--- config.mk ---
export PLATFORM = sky130hd
export DESIGN_NAME = coord_pair_scheduler
export DESIGN_NICKNAME = d
export VERILOG_FILES = /design/src/rtl/coord_pair_scheduler_pkg.sv /design/src/rtl/coord_pair_scheduler_vec_pair_counter.sv /design/src/rtl/coord_pair_scheduler.sv
export SDC_FILE = /design/constraint.sdc
export NUM_CORES = 1
export LEC_CHECK = 0
export BUFFER_PORTS_ARGS = -buffer_cell sky130_fd_sc_hd__buf_2
export CORE_MARGIN = 4
export CORE_UTILIZATION = 50
export CTS_CLUSTER_DIAMETER = 40
export DETAILED_ROUTE_END_ITERATION = 10
export PLACE_DENSITY = 0.72
export SLEW_MARGIN = 20
export SYNTH_ARGS = -nofsm -noshare
export SYNTH_HDL_FRONTEND = slang
export SYNTH_SLANG_ARGS = --single-unit
--- constraint.sdc ---
create_clock -name clk -period 4.9 [get_ports clk]
set_input_delay 0.98 -clock clk [delete_from_list [all_inputs] [get_ports clk]]
set_output_delay 0.98 -clock clk [all_outputs]
set_load 0.005 [all_outputs]
--- src/rtl/coord_pair_scheduler_pkg.sv ---
// Shared accelerator definitions for the coordinate pair scheduler: FSM states,
// default sizes and the count-width helper.
`ifndef num_of_Conv_Layer
`define num_of_Conv_Layer 4
`endif

package coord_pair_scheduler_pkg;

    localparam int LAYER_W       = `num_of_Conv_Layer + 1;
    localparam int DEF_MAX_IVECS = 64;
    localparam int DEF_MAX_FVECS = 16;
    localparam int DEF_ADDR_W    = 10;
    localparam int STALL_W       = 16;
    localparam logic [STALL_W-1:0] STALL_MAX = 16'hFFFF;

    typedef enum logic [1:0] {
        ST_IDLE  = 2'd0,
        ST_LOAD  = 2'd1,
        ST_ISSUE = 2'd2,
        ST_DONE  = 2'd3
    } sched_state_t;

    // Bits needed to hold a count from 0 up to and including max_cnt.
    function automatic int cnt_width(input int max_cnt);
        return $clog2(max_cnt + 1);
    endfunction

endpackage

--- src/rtl/coord_pair_scheduler_vec_pair_counter.sv ---
// Nested activation/weight vector counters (weight outer, activation inner) that
// report the last-vector flags of the pair that follows the current one.
module coord_pair_scheduler_vec_pair_counter
    import coord_pair_scheduler_pkg::*;
#(
    parameter int IW = 7,
    parameter int FW = 5
) (
    input  logic          clk,
    input  logic          rst_n,
    input  logic          i_clear,
    input  logic          i_advance,
    input  logic [IW-1:0] i_num_i,
    input  logic [FW-1:0] i_num_f,
    output logic          o_nxt_last_i,
    output logic          o_nxt_last_pair
);

    logic [IW-1:0] r_i_cnt;
    logic [FW-1:0] r_f_cnt;
    logic [IW-1:0] w_i_nxt;
    logic [FW-1:0] w_f_nxt;
    logic          w_last_i;

    assign w_last_i = (r_i_cnt == (i_num_i - IW'(1)));

    // Next-count selection: clear, inner wrap with outer step, inner step, or hold.
    always_comb begin
        w_i_nxt = r_i_cnt;
        w_f_nxt = r_f_cnt;
        if (i_clear) begin
            w_i_nxt = '0;
            w_f_nxt = '0;
        end else if (i_advance) begin
            if (w_last_i) begin
                w_i_nxt = '0;
                w_f_nxt = r_f_cnt + FW'(1);
            end else begin
                w_i_nxt = r_i_cnt + IW'(1);
                w_f_nxt = r_f_cnt;
            end
        end else begin
            w_i_nxt = r_i_cnt;
            w_f_nxt = r_f_cnt;
        end
    end

    // Flags describing the pair that will be presented after this cycle.
    always_comb begin
        o_nxt_last_i    = (w_i_nxt == (i_num_i - IW'(1)));
        o_nxt_last_pair = o_nxt_last_i && (w_f_nxt == (i_num_f - FW'(1)));
    end

    // Counter state registers.
    always_ff @(posedge clk or negedge rst_n) begin
        if (!rst_n) begin
            r_i_cnt <= '0;
            r_f_cnt <= '0;
        end else begin
            r_i_cnt <= w_i_nxt;
            r_f_cnt <= w_f_nxt;
        end
    end

endmodule

--- src/rtl/coord_pair_scheduler.sv ---
// Tile job scheduler: sweeps every activation vector against each weight vector
// of a filter group and issues (activation, weight) address pairs downstream.
module coord_pair_scheduler
    import coord_pair_scheduler_pkg::*;
#(
    parameter int MAX_IVECS = DEF_MAX_IVECS,
    parameter int MAX_FVECS = DEF_MAX_FVECS,
    parameter int ADDR_W    = DEF_ADDR_W
) (
    input  logic                              clk,
    input  logic                              rst_n,
    input  logic                              start,
    input  logic                              flush,
    input  logic [LAYER_W-1:0]                layer_id,
    input  logic [cnt_width(MAX_IVECS)-1:0]   num_ivecs,
    input  logic [cnt_width(MAX_FVECS)-1:0]   num_fvecs,
    input  logic [ADDR_W-1:0]                 i_base,
    input  logic [ADDR_W-1:0]                 w_base,
    input  logic                              issue_ready,
    output logic                              issue_valid,
    output logic [ADDR_W-1:0]                 i_addr,
    output logic [ADDR_W-1:0]                 w_addr,
    output logic                              last_decode_input,
    output logic                              last_pair,
    output logic                              layer_change,
    output logic                              busy,
    output logic                              done,
    output logic [STALL_W-1:0]                stall_cnt
);

    localparam int IW = cnt_width(MAX_IVECS);
    localparam int FW = cnt_width(MAX_FVECS);

    sched_state_t        r_state;
    logic [IW-1:0]       r_num_i;
    logic [FW-1:0]       r_num_f;
    logic [ADDR_W-1:0]   r_i_base;
    logic [ADDR_W-1:0]   r_w_base;
    logic [LAYER_W-1:0]  r_layer;
    logic [LAYER_W-1:0]  r_prev_layer;
    logic                r_issue_valid;
    logic [ADDR_W-1:0]   r_i_addr;
    logic [ADDR_W-1:0]   r_w_addr;
    logic                r_last_dec;
    logic                r_last_pair;
    logic                r_layer_change;
    logic                r_busy;
    logic                r_done;
    logic [STALL_W-1:0]  r_stall_cnt;

    logic                w_clear;
    logic                w_advance;
    logic                w_nxt_last_i;
    logic                w_nxt_last_pair;

    assign w_clear   = (r_state == ST_LOAD);
    assign w_advance = (r_state == ST_ISSUE) && issue_ready && !flush;

    coord_pair_scheduler_vec_pair_counter #(
        .IW (IW),
        .FW (FW)
    ) u_vec_pair_counter (
        .clk             (clk),
        .rst_n           (rst_n),
        .i_clear         (w_clear),
        .i_advance       (w_advance),
        .i_num_i         (r_num_i),
        .i_num_f         (r_num_f),
        .o_nxt_last_i    (w_nxt_last_i),
        .o_nxt_last_pair (w_nxt_last_pair)
    );

    // Job FSM with all downstream-visible outputs held in registers.
    always_ff @(posedge clk or negedge rst_n) begin
        if (!rst_n) begin
            r_state        <= ST_IDLE;
            r_num_i        <= '0;
            r_num_f        <= '0;
            r_i_base       <= '0;
            r_w_base       <= '0;
            r_layer        <= '0;
            r_prev_layer   <= '0;
            r_issue_valid  <= 1'b0;
            r_i_addr       <= '0;
            r_w_addr       <= '0;
            r_last_dec     <= 1'b0;
            r_last_pair    <= 1'b0;
            r_layer_change <= 1'b0;
            r_busy         <= 1'b0;
            r_done         <= 1'b0;
            r_stall_cnt    <= '0;
        end else if (flush) begin
            // Abort discards the job silently; stall_cnt keeps its last value.
            r_state        <= ST_IDLE;
            r_issue_valid  <= 1'b0;
            r_last_dec     <= 1'b0;
            r_last_pair    <= 1'b0;
            r_layer_change <= 1'b0;
            r_busy         <= 1'b0;
            r_done         <= 1'b0;
        end else begin
            case (r_state)
                ST_IDLE: begin
                    r_done <= 1'b0;
                    if (start) begin
                        r_num_i        <= num_ivecs;
                        r_num_f        <= num_fvecs;
                        r_i_base       <= i_base;
                        r_w_base       <= w_base;
                        r_layer        <= layer_id;
                        r_layer_change <= (layer_id != r_prev_layer);
                        r_busy         <= 1'b1;
                        r_state        <= ST_LOAD;
                    end else begin
                        r_layer_change <= 1'b0;
                        r_state        <= ST_IDLE;
                    end
                end
                ST_LOAD: begin
                    r_layer_change <= 1'b0;
                    r_prev_layer   <= r_layer;
                    r_stall_cnt    <= '0;
                    r_i_addr       <= r_i_base;
                    r_w_addr       <= r_w_base;
                    if ((r_num_i == IW'(0)) || (r_num_f == FW'(0))) begin
                        r_busy  <= 1'b0;
                        r_done  <= 1'b1;
                        r_state <= ST_DONE;
                    end else begin
                        r_issue_valid <= 1'b1;
                        r_last_dec    <= w_nxt_last_i;
                        r_last_pair   <= w_nxt_last_pair;
                        r_state       <= ST_ISSUE;
                    end
                end
                ST_ISSUE: begin
                    if (!issue_ready) begin
                        if (r_stall_cnt != STALL_MAX) begin
                            r_stall_cnt <= r_stall_cnt + 16'd1;
                        end else begin
                            r_stall_cnt <= r_stall_cnt;
                        end
                    end else if (r_last_pair) begin
                        r_issue_valid <= 1'b0;
                        r_last_dec    <= 1'b0;
                        r_last_pair   <= 1'b0;
                        r_busy        <= 1'b0;
                        r_done        <= 1'b1;
                        r_state       <= ST_DONE;
                    end else begin
                        // Address registers track the counters so outputs stay registered.
                        if (r_last_dec) begin
                            r_i_addr <= r_i_base;
                            r_w_addr <= r_w_addr + ADDR_W'(1);
                        end else begin
                            r_i_addr <= r_i_addr + ADDR_W'(1);
                            r_w_addr <= r_w_addr;
                        end
                        r_last_dec  <= w_nxt_last_i;
                        r_last_pair <= w_nxt_last_pair;
                    end
                end
                ST_DONE: begin
                    r_done  <= 1'b0;
                    r_state <= ST_IDLE;
                end
                default: begin
                    r_issue_valid <= 1'b0;
                    r_busy        <= 1'b0;
                    r_done        <= 1'b0;
                    r_state       <= ST_IDLE;
                end
            endcase
        end
    end

    assign issue_valid       = r_issue_valid;
    assign i_addr            = r_i_addr;
    assign w_addr            = r_w_addr;
    assign last_decode_input = r_last_dec;
    assign last_pair         = r_last_pair;
    assign layer_change      = r_layer_change;
    assign busy              = r_busy;
    assign done              = r_done;
    assign stall_cnt         = r_stall_cnt;

endmodule

Word-level counts from Yosys, hierarchy flattened
Cells that the tools add are included.
Widths: inputs -> output; s select.
{ "op_classes": {"bitwise_logic": 1, "n_addsub": 7, "eq_ne": 18, "n_reduce_logical": 23, "n_mux": 50} }
{ "ops": {"columns": ["operator", "n"], "rows": [
  ["$mux 10", 6],
  ["$pmux 10 s2", 2],
  ["$mux 16", 2],
  ["$pmux 16 s2", 1],
  ["$mux 1", 23],
  ["$mux 7", 3],
  ["$add 10x1->10 const B", 2],
  ["$add 16x1->16 const B", 1],
  ["$ne 16x16->1 const B", 1],
  ["$mux 5", 3],
  ["$ne 3x3->1 const B", 5],
  ["$eq 7x7->1", 2],
  ["$reduce_and 4->1", 3],
  ["$reduce_and 5->1", 2],
  ["$reduce_and 3->1", 3],
  ["$ne 2x2->1 const B", 4],
  ["$pmux 1 s2", 4],
  ["$pmux 2 s4", 1],
  ["$add 7x1->7 const B", 1],
  ["$logic_not 7->1", 1],
  ["$sub 7x1->7 const B", 1],
  ["$mux 2", 3],
  ["$pmux 1 s3", 2],
  ["$reduce_bool 3->1", 2],
  ["17 further kinds", 21]
]} }
{ "word_totals": {"output_inout_bits": 42, "reg_bits": 98, "in_bits": 42, "word_cells": 117} }

Longest topological paths before layout
Gate-level depths: netlist of run 1.
{ "logic_depth": {"ltp_word": 11, "mapped_depth": 12, "mapped_depth_nobuf": 10} }

Cells and area by module
Synthesis of run 1 repeated with hierarchy kept, for this count alone.
{ "hier_totals": {"hier_cells": 543, "hier_area_um2": 5657.9} }
{ "modules_own_cells": {"columns": ["mod", "seq_area_each_um2", "cells_per_inst", "area_each_um2", "instances"], "rows": [
  ["coord_pair_scheduler", 2152.1, 413, 4470.5, 1],
  ["coord_pair_scheduler_vec_pair_counter", 300.3, 130, 1187.4, 1]
]} }

Least setup slack after synthesis of run 1
OpenSTA, ideal clock, no wires.
{ "synth_timing": {"path_type": "input to register", "from": "input port flush", "to": "register r_last_pair (netlist: last_pair)", "stages": 7, "slack_ps": 1852, "required_time_ps": 4808, "n_path_buf": 0, "setup_time_ps": 92, "t_arrival_ps": 2956, "path_cell_list": "nand3b_1 -> or4_4 -> nor4_2 -> mux2_2 -> xnor2_1 -> or2_0 -> o31ai_2"} }
{ "synth_between": {"elab_chain_len": 10, "elab_cells_between_ends": 18, "cone_classes": "eq/ne: 4; mux: 9; reduce/logical: 5"} }
{ "synth_rtl": {"columns": ["item", "line_no", "source"], "rows": [
  ["start: declaration", "coord_pair_scheduler.sv:13", "input logic flush,"],
  ["$logic_not 1->1 *", "coord_pair_scheduler.sv:57", "assign w_advance = (r_state == ST_ISSUE) && issue_ready && !flush;"],
  ["$logic_and 1x1->1 *", "coord_pair_scheduler.sv:57", null],
  ["$mux 5 *", "coord_pair_scheduler_vec_pair_counter.sv:34", "end else if (i_advance) begin"],
  ["$mux 5 *", "coord_pair_scheduler_vec_pair_counter.sv:31", "if (i_clear) begin"],
  ["via u_vec_pair_counter.w_f_nxt[4]", "coord_pair_scheduler_vec_pair_counter.sv:22", "logic [FW-1:0] w_f_nxt;"],
  ["$eq 5x5->1 *", "coord_pair_scheduler_vec_pair_counter.sv:51", "o_nxt_last_pair = o_nxt_last_i && (w_f_nxt == (i_num_f - FW'(1)));"],
  ["$logic_and 1x1->1 *", "coord_pair_scheduler_vec_pair_counter.sv:51", null],
  ["$mux 1", "coord_pair_scheduler.sv:143", "end else if (r_last_pair) begin"],
  ["$mux 1", "coord_pair_scheduler.sv:137", "if (!issue_ready) begin"],
  ["$pmux 1 s2 *", "coord_pair_scheduler.sv:102", "case (r_state)"],
  ["$mux 1 *", "coord_pair_scheduler.sv:92", "end else if (flush) begin"],
  ["end signal: assignment", "coord_pair_scheduler.sv:132", "r_last_pair <= w_nxt_last_pair;"],
  ["end signal: assignment", "coord_pair_scheduler.sv:160", "r_last_pair <= w_nxt_last_pair;"],
  ["end: declaration", "coord_pair_scheduler.sv:45", "logic r_last_pair;"]
]} }
Mark *: on every way through the listed nets, which the timed path passes. The rest lies on a longest branch. The select of a mux whose other input is x is not followed.
A chain may end at the register's enable or synchronous reset.

Final worst setup path of run 1
{ "layout_timing": {"from": "register r_num_i[0]", "to": "register r_last_pair (netlist: last_pair)"} }
{ "layout_between": {"elab_chain_len": 11, "elab_cells_between_ends": 20, "cone_classes": "add/sub: 1; eq/ne: 4; mux: 11; reduce/logical: 4"} }
{ "layout_rtl": {"columns": ["item", "line_no", "source"], "rows": [
  ["start: declaration", "coord_pair_scheduler.sv:35", "logic [IW-1:0] r_num_i;"],
  ["start signal: assignment", "coord_pair_scheduler.sv:106", "r_num_i <= num_ivecs;"],
  ["$sub 7x1->7", "coord_pair_scheduler_vec_pair_counter.sv:25, coord_pair_scheduler_vec_pair_counter.sv:50", null],
  ["$eq 7x7->1", "coord_pair_scheduler_vec_pair_counter.sv:25", "assign w_last_i = (r_i_cnt == (i_num_i - IW'(1)));"],
  ["$mux 7 / $mux 5 (equally long branches)", "coord_pair_scheduler_vec_pair_counter.sv:35", "if (w_last_i) begin"],
  ["$mux 7 / $mux 5 (equally long branches)", "coord_pair_scheduler_vec_pair_counter.sv:34", null],
  ["$mux 7 / $mux 5 (equally long branches)", "coord_pair_scheduler_vec_pair_counter.sv:31", null],
  ["$eq 7x7->1 / $eq 5x5->1 (equally long branches)", "coord_pair_scheduler_vec_pair_counter.sv:50, coord_pair_scheduler_vec_pair_counter.sv:51", null],
  ["$logic_and 1x1->1", "coord_pair_scheduler_vec_pair_counter.sv:51", null],
  ["$mux 1", "coord_pair_scheduler.sv:143", null],
  ["$mux 1", "coord_pair_scheduler.sv:137", null],
  ["$pmux 1 s2", "coord_pair_scheduler.sv:102", null],
  ["$mux 1", "coord_pair_scheduler.sv:92", null]
]} }
Several ways; a longest one is shown, not always the timed one. The select of a mux whose other input is x is not followed.

==> key figures, run 1 <==
Outcome
  • Status: finished clean

Synth
  • Mean Syn Cell Area: 10.1 um2
  • Ys async rst share: 100%
  • Area share of the largest cell type after synthesis: 46.0%
  • Synth Cell Area: 5330 um2
  • Seq/Total Area, Yosys: 46.0%
  • Yosys reg bits: 98
  • Post-Synth Simple-Gate Area: 17.9%
  • Main combinational cell family by area after synthesis: simple AND/OR/NAND/NOR gates
  • Yosys top cell by area: dfrtp_1
  • Synthesized instance count: 530
  • Synth Area in XOR/XNOR: 7.46%
  • Top post-synthesis cells by area: dfrtp_1 46%, mux2_2 9.7%, nor2_1 3.9%
  • Adder-Cell Fraction of Synth Area: 2.35%
  • Netlist cell types: 59
  • Synth Warn #: 0
  • Primary FF master, synth: dfrtp_1
  • Number of synthesized flops with an enable pin: 0
  • Mapped Nets: 582
  • Synth Area in Compound Gates: 12.6%
  • Mux cell area share after synthesis: 10.8%

Global route
  • Largest net degree at the start of global routing: 69
  • GRT Resource Usage Total: 19.2%
  • Initial antenna violation count: 1
  • First-pass GRT wire length: 19.8 mm
  • Gr ovfl total: 0
  • Number of global-route vias before repair: 4,144

STA
  • Max Freq: 294 MHz
  • Final hold violation count: 0
  • Sum Neg Setup Slack: 0 ns
  • RSZ-0062 raised after global routing: no
  • Setup slack after layout: 1.50 ns
  • Final Cycle Share: 69.3%
  • Tmin final: 3.40 ns
  • # setup viols final: 0
  • Max-slew violations: 0
  • Worst-Margin Slew: 0.889 ns
  • Slew margin rel.: 40.7%
  • Worst-case clock skew: 0.0147 ns

Worst setup path
  • CP Class: reg2reg
  • Critical path required time: 5.17 ns
  • CP Buf/Inv Count: 1
  • Worst path arrival time: 3.66 ns
  • CP endpoint kind: register
  • CP max stage delay: 0.58 ns
  • Slowest stage cell, crit path: dfrtp_1
  • Worst setup SP type: register
  • CP max FO: 13
  • Crit-path leading delay family: compound AO/OA/AOI/OAI gates
  • Crit path cell chain: inv_1, ha_1, xor2_1, nand2_1, or4_4, o31ai_4, mux2i_1, a211oi_2, o2111ai_1, o31ai_2

Detailed routing
  • Vias: 4,184
  • DR iter-0 viols: 210
  • # DRC: 0
  • Drt total wl: 11.5 mm
  • WL/cell: 15.5 um
  • Total iterations of the first detailed-routing run: 4
  • Final ANT Viol Nets: 0
  • Vias/cell: 5.60

Die
  • Die area: 12,400 um2
  • Die Y: 111 um
  • Core ar.: 10,400 um2
  • Row Count: 37
  • Total I/O pin count: 84
  • Die width: 111 um
  • Initial core utilization: 51.4%

Clock tree
  • Hold buffers post-CTS: 0
  • TritonCTS clock tree: yes
  • Worst skew pair latency: 0.36 ns
  • CTS buffer count: 9
  • CTS H-Tree Depth: 3
  • Clk pin slew, worst setup/hold paths: 0.11 ns
  • Clk sinks: 98
  • Post-CTS Setup Inserts: 0
  • Root Buffer: clkbuf_8
  • Clk buf depth: 2
  • Resized cells post-CTS: 0

Finish
  • Layout cells sized above 1: 27.0%
  • Final non-filler cell total: 747
  • Final #Nets: 658
  • Most frequent cells in the layout: 98 x dfrtp_1, 82 x buf_2, 56 x nor2_1
  • Area grow syn2layout: 13.5%
  • Antenna fix cells: 0
  • Most common cell after layout, fill and taps aside: dfrtp_1

Placed design
  • Gpl congestion: 0.878
  • Placed Cells: 731
  • HPWL after DPL: 8.44 mm
  • Worst slack, placed: 1.31 ns
  • Number of port buffers: 83

Power and ir drop
  • Pwr dens: 544 nW/um2
  • Worst vdd ir: 276 uV
  • Final total power: 3.29 mW
  • Leakage Power: 2.76 nW

Job
  • # Max-Cap Violations: 0

Worst hold path
  • Hold crit path type: reg2reg
==> final cells by class <==
type / instances / area (um2)
Clock buffer: 10 / 138
Inverter: 11 / 41.3
Timing Repair Buffer: 89 / 463
Clock inverter: 6 / 56.3
Multi-Input combinational cell: 397 / 2730
Fill cell: 948 / 4320
Sequential cell: 98 / 2450
Tap cell: 136 / 170
==> per-layer routing <==
metal	track usage (%)	routed length (um)	vias to the layer above
li1	-	-	2032
met1	26.5	5240	2028
met2	30.3	5550	114
met3	4.26	650	8
met4	5.76	82	2
met5	0	13	-
==> metrics by stage <==
step | cell area (um2) | hold slack, ns | utilization (%)
after detailed placement | 5860 | 0.482 | 56.5
after global routing | 6050 | 0.534 | 58.3
final | 6050 | 0.498 | 58.3
after global placement | 5860 | 0.462 | 56.5
after floorplan | 5330 | 0.461 | -
after CTS | 6050 | 0.505 | 58.3
==> final timing paths <==
| kind | slack [ns] | cells past startpoint | end | start |
|---|---|---|---|---|
| max in group asynchronous | 3.20 | 2 | u_vec_pair_counter.r_f_cnt[1] | rst_n |
| hold reg to reg | 0.50 | 2 | done | done |
| hold / removal | 0.50 | 2 | done | done |
| min in group asynchronous | 0.71 | 1 | u_vec_pair_counter.r_i_cnt[6] | rst_n |
| setup / recovery | 1.50 | 10 | last_pair | r_num_i[0] |
| setup reg to reg | 1.50 | 10 | last_pair | r_num_i[0] |
==> registers in the layout, indices dropped and copies added, names as in the netlist, 2 cells and up <==
register / count
r_w_base: 10
r_num_i: 7
w_addr: 10
u_vec_pair_counter.r_f_cnt: 5
r_layer: 5
i_addr: 10
r_i_base: 10
stall_cnt: 16
r_state: 2
u_vec_pair_counter.r_i_cnt: 7
r_num_f: 5
r_prev_layer: 5
==> cells by family after synthesis <==
kind of cell    after synthesis
buf+inv                      35
xor+xnor                     43
compound gates              105
simple gates                187
mux                          52
flops                        98
fa+ha+maj                    10
==> power by group <==
part | leakage (nW) | total [mW] | internal [mW] | switching, mW
sequential | 1.23 | 1.37 | 1.10 | 0.274
clock | 0.0969 | 0.515 | 0.210 | 0.305
combinational | 1.44 | 1.40 | 0.666 | 0.739
total | 2.76 | 3.29 | 1.97 | 1.32
==> cells in the mapped netlist (all sizes together), types with 2 or more instances <==
master / n
xnor2: 19
dfrtp: 98
and3: 17
nor2b: 6
mux2i: 6
o21ai: 35
xor2: 23
clkbuf: 18
a22oi: 2
o31ai: 3
o22ai: 11
and2: 2
a21oi: 28
nand4: 2
nor4: 7
o211ai: 6
inv: 11
ha: 10
nor4b: 2
nand3b: 3
o31a: 3
nand2: 36
or3: 6
buf: 6
a211oi: 3
or2: 3
a41oi: 2
o21a: 3
nand3: 22
mux2: 46
nor2: 56
a31oi: 4
nor3: 13
nand2b: 7
==> tightest hold or removal path, stage by stage, from the launching register on <==
cell and delay [ns]:
dfrtp_1 0.36, nand2_1 0.05, o21ai_0 0.06
(Power assumes the default switching activity.)
==> inputs of run 2 (changes only) <==
==> constraint.sdc (replaced) <==
create_clock -name clk -period 3.3 [get_ports clk]
set_input_delay 0.66 -clock clk [delete_from_list [all_inputs] [get_ports clk]]
set_output_delay 0.66 -clock clk [all_outputs]
set_load 0.005 [all_outputs]
==> key figures, run 2 (synthesis results as in run 1) <==
Outcome
  • Status: finished clean

Placed design
  • HPWL after DPL: 8.42 mm (-0.22%)
  • Cell Area, Placed: 5900 um2 (+0.73%)
  • Gpl congestion: 0.909 (+3.6%)
  • Number of port buffers: 83 (unchanged)

Global route
  • Gr ovfl total: 0 (unchanged)
  • Number of global-route vias before repair: 4,092 (-1.3%)
  • Met3 Use GR: 4.91% (+0.66 points)
  • Met1 usage: 25.6% (-0.91 points)
  • GRT Resource Usage Total: 19.1% (-0.061 points)
  • First-pass GRT wire length: 19.5 mm (-1.3%)
  • Global route hottest layer: met2
  • Largest net degree at the start of global routing: 54 (-22%)
  • GRT met2 Usage: 30.6% (+0.28 points)
  • Initial antenna violation count: 0 (-1)

Worst setup path
  • R2R Path Start: r_num_i[1]
  • Worst setup SP type: register
  • CP endpoint kind: register
  • FF-to-FF setup slack: 0.26 ns (-1.25 ns)
  • Critical path required time: 3.58 ns (-1.59 ns)
  • Crit-path leading delay family: compound AO/OA/AOI/OAI gates
  • Slowest stage cell, crit path: or4_4
  • CP max FO: 7 (-6)
  • CP max stage delay: 0.57 ns (about the same)
  • Worst path arrival time: 3.32 ns (-0.34 ns)
  • CP Buf/Inv Count: 1 (unchanged)
  • CP Class: reg2reg
  • Crit path cell chain: inv_1, ha_1, xor2_1, nand2_1, or4_4, o31ai_4, mux2i_1, a211oi_2, o2111ai_1, o31ai_2
  • Crit path from: r_num_i[1]

STA
  • Final Cycle Share: 92.3% (+23 points)
  • Max-slew violations: 0 (unchanged)
  • Final hold violation count: 0 (unchanged)
  • Worst-Margin Slew: 0.687 ns (-0.201 ns)
  • Max Freq: 328 MHz (+12%)
  • # setup viols final: 0 (unchanged)
  • RSZ-0062 raised after global routing: no
  • Tmin final: 3.04 ns (-0.352 ns)
  • Sum Neg Setup Slack: 0 ns (unchanged)
  • Slew margin rel.: 54.2% (+13 points)
  • Worst-case clock skew: 0.0103 ns (-0.00435 ns)
  • Worst hold slack: 0.320 ns (-0.179 ns)

Power and ir drop
  • Leakage Power: 2.78 nW (+0.68%)
  • Worst vdd ir: 344 uV (+25%)
  • Pwr dens: 801 nW/um2 (+47%)
  • Final total power: 4.87 mW (+48%)

Detailed routing
  • Drt total wl: 11.4 mm (-1.4%)
  • Vias: 4,126 (-1.4%)
  • Vias/cell: 5.49 (-1.9%)
  • DR iter-0 viols: 225 (+7.1%)
  • Final ANT Viol Nets: 0 (unchanged)
  • WL/cell: 15.2 um (-1.9%)
  • # DRC: 0 (unchanged)
  • Total iterations of the first detailed-routing run: 5 (+1)

Worst hold path
  • Hold crit path type: in2async

Die
  • Initial core utilization: 51.4% (unchanged)
  • Total I/O pin count: 84 (unchanged)
  • Die width: 111 um (unchanged)
  • Core ar.: 10,400 um2 (unchanged)
  • Die Y: 111 um (unchanged)
  • Row Count: 37 (unchanged)
  • Die area: 12,400 um2 (unchanged)

Clock tree
  • CTS H-Tree Depth: 3 (unchanged)
  • Resized cells post-CTS: 0 (unchanged)
  • TritonCTS clock tree: yes
  • Clk sinks: 98 (unchanged)
  • Root Buffer: clkbuf_8
  • Hold buffers post-CTS: 0 (unchanged)
  • Post-CTS Setup Inserts: 0 (unchanged)
  • Clk buf depth: 2 (unchanged)
  • CTS buffer count: 9 (unchanged)
  • Worst skew pair latency: 0.36 ns (about the same)
  • Clk pin slew, worst setup/hold paths: 0.09 ns (-0.02 ns)

Finish
  • Antenna fix cells: 0 (unchanged)
  • Post-route cell area: 6080 um2 (+0.45%)
  • Most frequent cells in the layout: 98 x dfrtp_1, 82 x buf_2, 56 x nor2_1
  • Area grow syn2layout: 14.0%
  • Final #Nets: 662 (+0.61%)
  • Largest register FFs: 16 (unchanged)
  • Layout cells sized above 1: 27.3% (+0.31 points)
  • Most common cell after layout, fill and taps aside: dfrtp_1

Job
  • # Max-Cap Violations: 0 (unchanged)
## run 2: cell count changes in the layout (fill, tap and decap cells not counted)
cell      delta
buf_4        +3
clkinv_2     +2
clkinv_4     -2
buf_12       +1
clkbuf_1     +1
inv_8        -1
## run 2: layout make-up
class                      count  area [um2]
fill                         921        4290
multi-input combinational    397        2730
sequential                    98        2450
timing repair buffer          93         505
tap                          136         170
clock buffer                  11         141
inverter                      11        41.3
clock inverter                 5        37.5
## run 2: worst paths after layout
check | endpoint | cells past startpoint
worst max-delay path | last_pair | 10
worst min-delay path | u_vec_pair_counter.r_i_cnt[0] | 1
worst max register to register | last_pair | 10
worst min register to register | done | 2
max in group asynchronous | u_vec_pair_counter.r_f_cnt[1] | 2
min in group clk | done | 2
## run 2: metal layers
metal	vias up	share of wire [%]
li1	2037	-
met3	11	5.6
met2	107	47
met5	-	0
met4	0	1.3
met1	1971	46
## run 2: stage by stage
stage,utilization [%],worst slack (ns),instances
6_report,58.6,0.256,751
5_1_grt,58.6,0.0759,751
4_1_cts,58.6,0.260,751
3_5_place_dp,56.9,0.295,735
3_3_place_gp,56.9,0.394,735
2_1_floorplan,-,0.426,530
## run 2: worst register-to-register path, stage by stage (launching register included)
cell and delay [ns]:
dfrtp_1 0.48, inv_1 0.07, ha_1 0.39, xor2_1 0.16, nand2_1 0.08, or4_4 0.57, o31ai_4 0.39, mux2i_1 0.16
a211oi_2 0.21, o2111ai_1 0.18, o31ai_2 0.27
## run 2: power by group
part | internal (mW) | switching, mW | total, mW
clock | 0.301 | 0.421 | 0.722
combinational | 1.01 | 1.11 | 2.12
sequential | 1.63 | 0.396 | 2.03
total | 2.94 | 1.93 | 4.87
==> inputs of run 3 (changes only) <==
--- a/config.mk
+++ b/config.mk
@@ -10,8 +10,9 @@
 export CORE_UTILIZATION = 50
 export CTS_CLUSTER_DIAMETER = 40
 export DETAILED_ROUTE_END_ITERATION = 10
-export PLACE_DENSITY = 0.72
+export PLACE_DENSITY = 0.71
 export SLEW_MARGIN = 20
 export SYNTH_ARGS = -nofsm -noshare
 export SYNTH_HDL_FRONTEND = slang
+export SYNTH_HIERARCHICAL = 1
 export SYNTH_SLANG_ARGS = --single-unit
==> key figures, run 3 <==
Finish
  • Final #Nets: 691 (+4.4%)
  • Area of the multi-input gates: 3090 um2 (+13%)
  • Fillcell total: 916 (-0.54%)
  • Largest register FFs: 16 (unchanged)
  • Antenna fix cells: 0 (unchanged)
  • Area grow syn2layout: 17.6%
  • Most frequent cells in the layout: 98 x dfrtp_1, 82 x buf_2, 50 x mux2_2
  • Layout cells sized above 1: 31.5% (+4.2 points)
  • Reg area: 2450 um2 (unchanged)
  • Most common cell after layout, fill and taps aside: dfrtp_1

Power and ir drop
  • Clock power share: 19.1% (+4.3 points)
  • Seq pwr share: 38.8% (-2.8 points)
  • Switching Share: 38.0% (-1.5 points)
  • Psw: 2.02 mW (+5.1%)
  • Worst vdd ir: 386 uV (+12%)
  • Internal power: 3.30 mW (+12%)
  • Final total power: 5.32 mW (+9.3%)
  • Leakage Power: 3.01 nW (+8.3%)
  • Pwr dens: 800 nW/um2 (-0.12%)
  • Logic gate share of total power: 42.1% (-1.4 points)

STA
  • Tmin final: 3.15 ns (+0.106 ns)
  • Max Freq: 317 MHz (-3.4%)
  • Worst hold slack: 0.349 ns (+0.0294 ns)
  • # setup viols final: 0 (unchanged)
  • Worst-case clock skew: 0.00933 ns (-0.000986 ns)
  • Slew margin rel.: 45.4% (-8.7 points)
  • Max-slew violations: 0 (unchanged)
  • Final hold violation count: 0 (unchanged)
  • Worst-Margin Slew: 0.819 ns (+0.131 ns)
  • Final Cycle Share: 95.5% (+3.2 points)

Outcome
  • Status: finished clean

Synth
  • Number of synthesized flops with an enable pin: 0 (unchanged)
  • Mapped Nets: 595 (+2.2%)
  • Area share of the largest cell type after synthesis: 43.3% (-2.6 points)
  • Synthesized instance count: 543 (+2.5%)
  • Top post-synthesis cells by area: dfrtp_1 43%, mux2_2 10%, xnor2_1 3.1%
  • Synth Cell Area: 5660 um2 (+6.1%)
  • Synth Warn #: 6 (+6)
  • Yosys reg bits: 98 (unchanged)
  • Ys async rst share: 100% (unchanged)
  • Seq/Total Area, Yosys: 43.3% (-2.6 points)
  • Post-synth top cells: 98 x dfrtp_1, 50 x mux2_2, 42 x nand2_1
  • Mean Syn Cell Area: 10.4 um2 (+3.6%)
  • Netlist cell types: 80 (+36%)
  • Yosys top cell by area: dfrtp_1
  • Top-count cell post-synth: dfrtp_1
  • Primary FF master, synth: dfrtp_1

Job
  • # Max-Cap Violations: 0 (unchanged)

Detailed routing
  • Vias: 4,566 (+11%)
  • Total iterations of the first detailed-routing run: 5 (unchanged)
  • WL/cell: 16.5 um (+9.1%)
  • Final ANT Viol Nets: 0 (unchanged)
  • DR iter-0 viols: 384 (+71%)
  • Vias/cell: 5.82 (+6.0%)
  • # DRC: 0 (unchanged)
  • Drt total wl: 13.0 mm (+14%)

Global route
  • Initial antenna violation count: 0 (unchanged)
  • GRT Resource Usage Total: 21.1% (+2.0 points)
  • Number of global-route vias before repair: 4,448 (+8.7%)
  • First-pass GRT wire length: 22.1 mm (+13%)
  • Largest net degree at the start of global routing: 86 (+59%)
  • Gr ovfl total: 0 (unchanged)

Clock tree
  • CTS H-Tree Depth: 3 (unchanged)
  • CTS buffer count: 9 (unchanged)
  • TritonCTS clock tree: yes
  • Clk pin slew, worst setup/hold paths: 0.06 ns (-0.03 ns)
  • Worst skew pair latency: 0.35 ns (about the same)
  • Clk sinks: 98 (unchanged)
  • Root Buffer: clkbuf_16
  • Clk buf depth: 2 (unchanged)
  • Hold buffers post-CTS: 0 (unchanged)

Worst setup path
  • CP max stage delay: 0.51 ns (-0.06 ns)
  • Worst setup SP type: register
  • CP Buf/Inv Count: 3 (+2)
  • CP max FO: 5 (-2)
  • CP Class: reg2reg
  • Crit path cell chain: inv_2, ha_4, or3b_4, and3_4, o21ai_4, buf_4, a21oi_4, buf_4, or4_1, a22oi_2, nand4b_1, nor4_2, nand2_1, o22ai_1
  • Cell mode on critical path: buf_4
  • Worst path arrival time: 3.42 ns (+0.10 ns)
  • Slowest stage cell, crit path: or4_1
  • CP endpoint kind: register
  • Crit-path leading delay family: simple AND/OR/NAND/NOR gates
  • Critical path required time: 3.57 ns (about the same)

Placed design
  • Gpl congestion: 0.942 (+3.6%)
  • Number of port buffers: 83 (unchanged)
  • HPWL after DPL: 9.17 mm (+8.9%)

Die
  • Die area: 13,100 um2 (+5.7%)
  • Initial core utilization: 51.7% (+0.32 points)
  • Die Y: 114 um (+2.8%)
  • Row Count: 38 (+2.7%)
  • Die width: 114 um (+2.8%)
  • Total I/O pin count: 84 (unchanged)
  • Core ar.: 10,900 um2 (+5.5%)

Worst hold path
  • Hold crit path type: in2async
## run 3: cell types whose count changed after synthesis, sizes merged, moves of 7 or more
cell,delta
and3,-8
o21ai,-8
or4,+7
nor3,+16
a21oi,-8
nor2,-28
xor2,-12
a22o,+10
## run 3: repair_timing
action | CTS | global route
endpoints found under the setup margin | 0 | 1
gates resized for setup | 0 | 8
endpoints found under the hold margin | 0 | 0
buffers inserted | 0 | 4
## run 3: power by group through the flow
| stage | clock network, mW | registers (mW) | logic (mW) |
|---|---|---|---|
| global route | 1.10 | 2.13 | 2.53 |
| finish | 1.02 | 2.06 | 2.24 |
| floorplan | 0 | 2.00 | 1.61 |
| detailed placement | 0 | 2.08 | 2.19 |
| CTS | 1.04 | 2.06 | 2.20 |
| global placement | 0 | 2.05 | 2.11 |
## run 3: worst paths after layout
check,from,endpoint,slack [ns],cells after the start
setup / recovery,r_num_i[0],last_pair,0.15,14
hold / removal,rst_n,u_vec_pair_counter/r_i_cnt[0],0.35,1
setup reg to reg,r_num_i[0],last_pair,0.15,14
hold reg to reg,r_i_base[4],r_i_base[4],0.50,1
max in group asynchronous,rst_n,r_w_base[7],2.28,2
min in group clk,r_i_base[4],r_i_base[4],0.50,1
## run 3: final cells by class
type / count / share of cell area, %
inverter: 14 / 0.790
tap: 140 / 2.63
sequential: 98 / 36.9
clock buffer: 15 / 4.17
multi-input combinational: 410 / 46.5
clock inverter: 1 / 0.113
timing repair buffer: 106 / 8.93
## run 3: logic make-up (layout without fill, tap and decap cells)
logic type	count (synthesis)	count (layout)	share of synthesized area, %
muxes	61	61	12.1
buffers and inverters	35	136	2.87
xor gates and xnor gates	33	33	5.59
adders and majority gates	10	10	2.21
and+or+nand+nor	196	196	20.2
AOI/OAI and AO/OA	110	110	13.7
DFF	98	98	43.3
## run 3: routing by layer
layer  GRT usage (%)  vias up  wire [um]
met4            7.84        0        215
met1            29.5     2232       5970
met3            4.49       16        676
met5               0        -          0
met2            32.4      117       6100
li1                -     2201          -
## run 3: per-stage QoR
step / util, % / setup WS [ns] / instance area [um2] / instances / TNS [ns]
after floorplan: - / 0.0159 / 5680 / 543 / 0
after global placement: 57.6 / 0.0246 / 6300 / 764 / 0
after detailed placement: 57.6 / -0.00148 / 6300 / 764 / -0.00148
after CTS: 60.2 / 0.0225 / 6590 / 780 / 0
after global routing: 60.8 / -0.0106 / 6650 / 784 / -0.0106
final: 60.8 / 0.150 / 6650 / 784 / 0
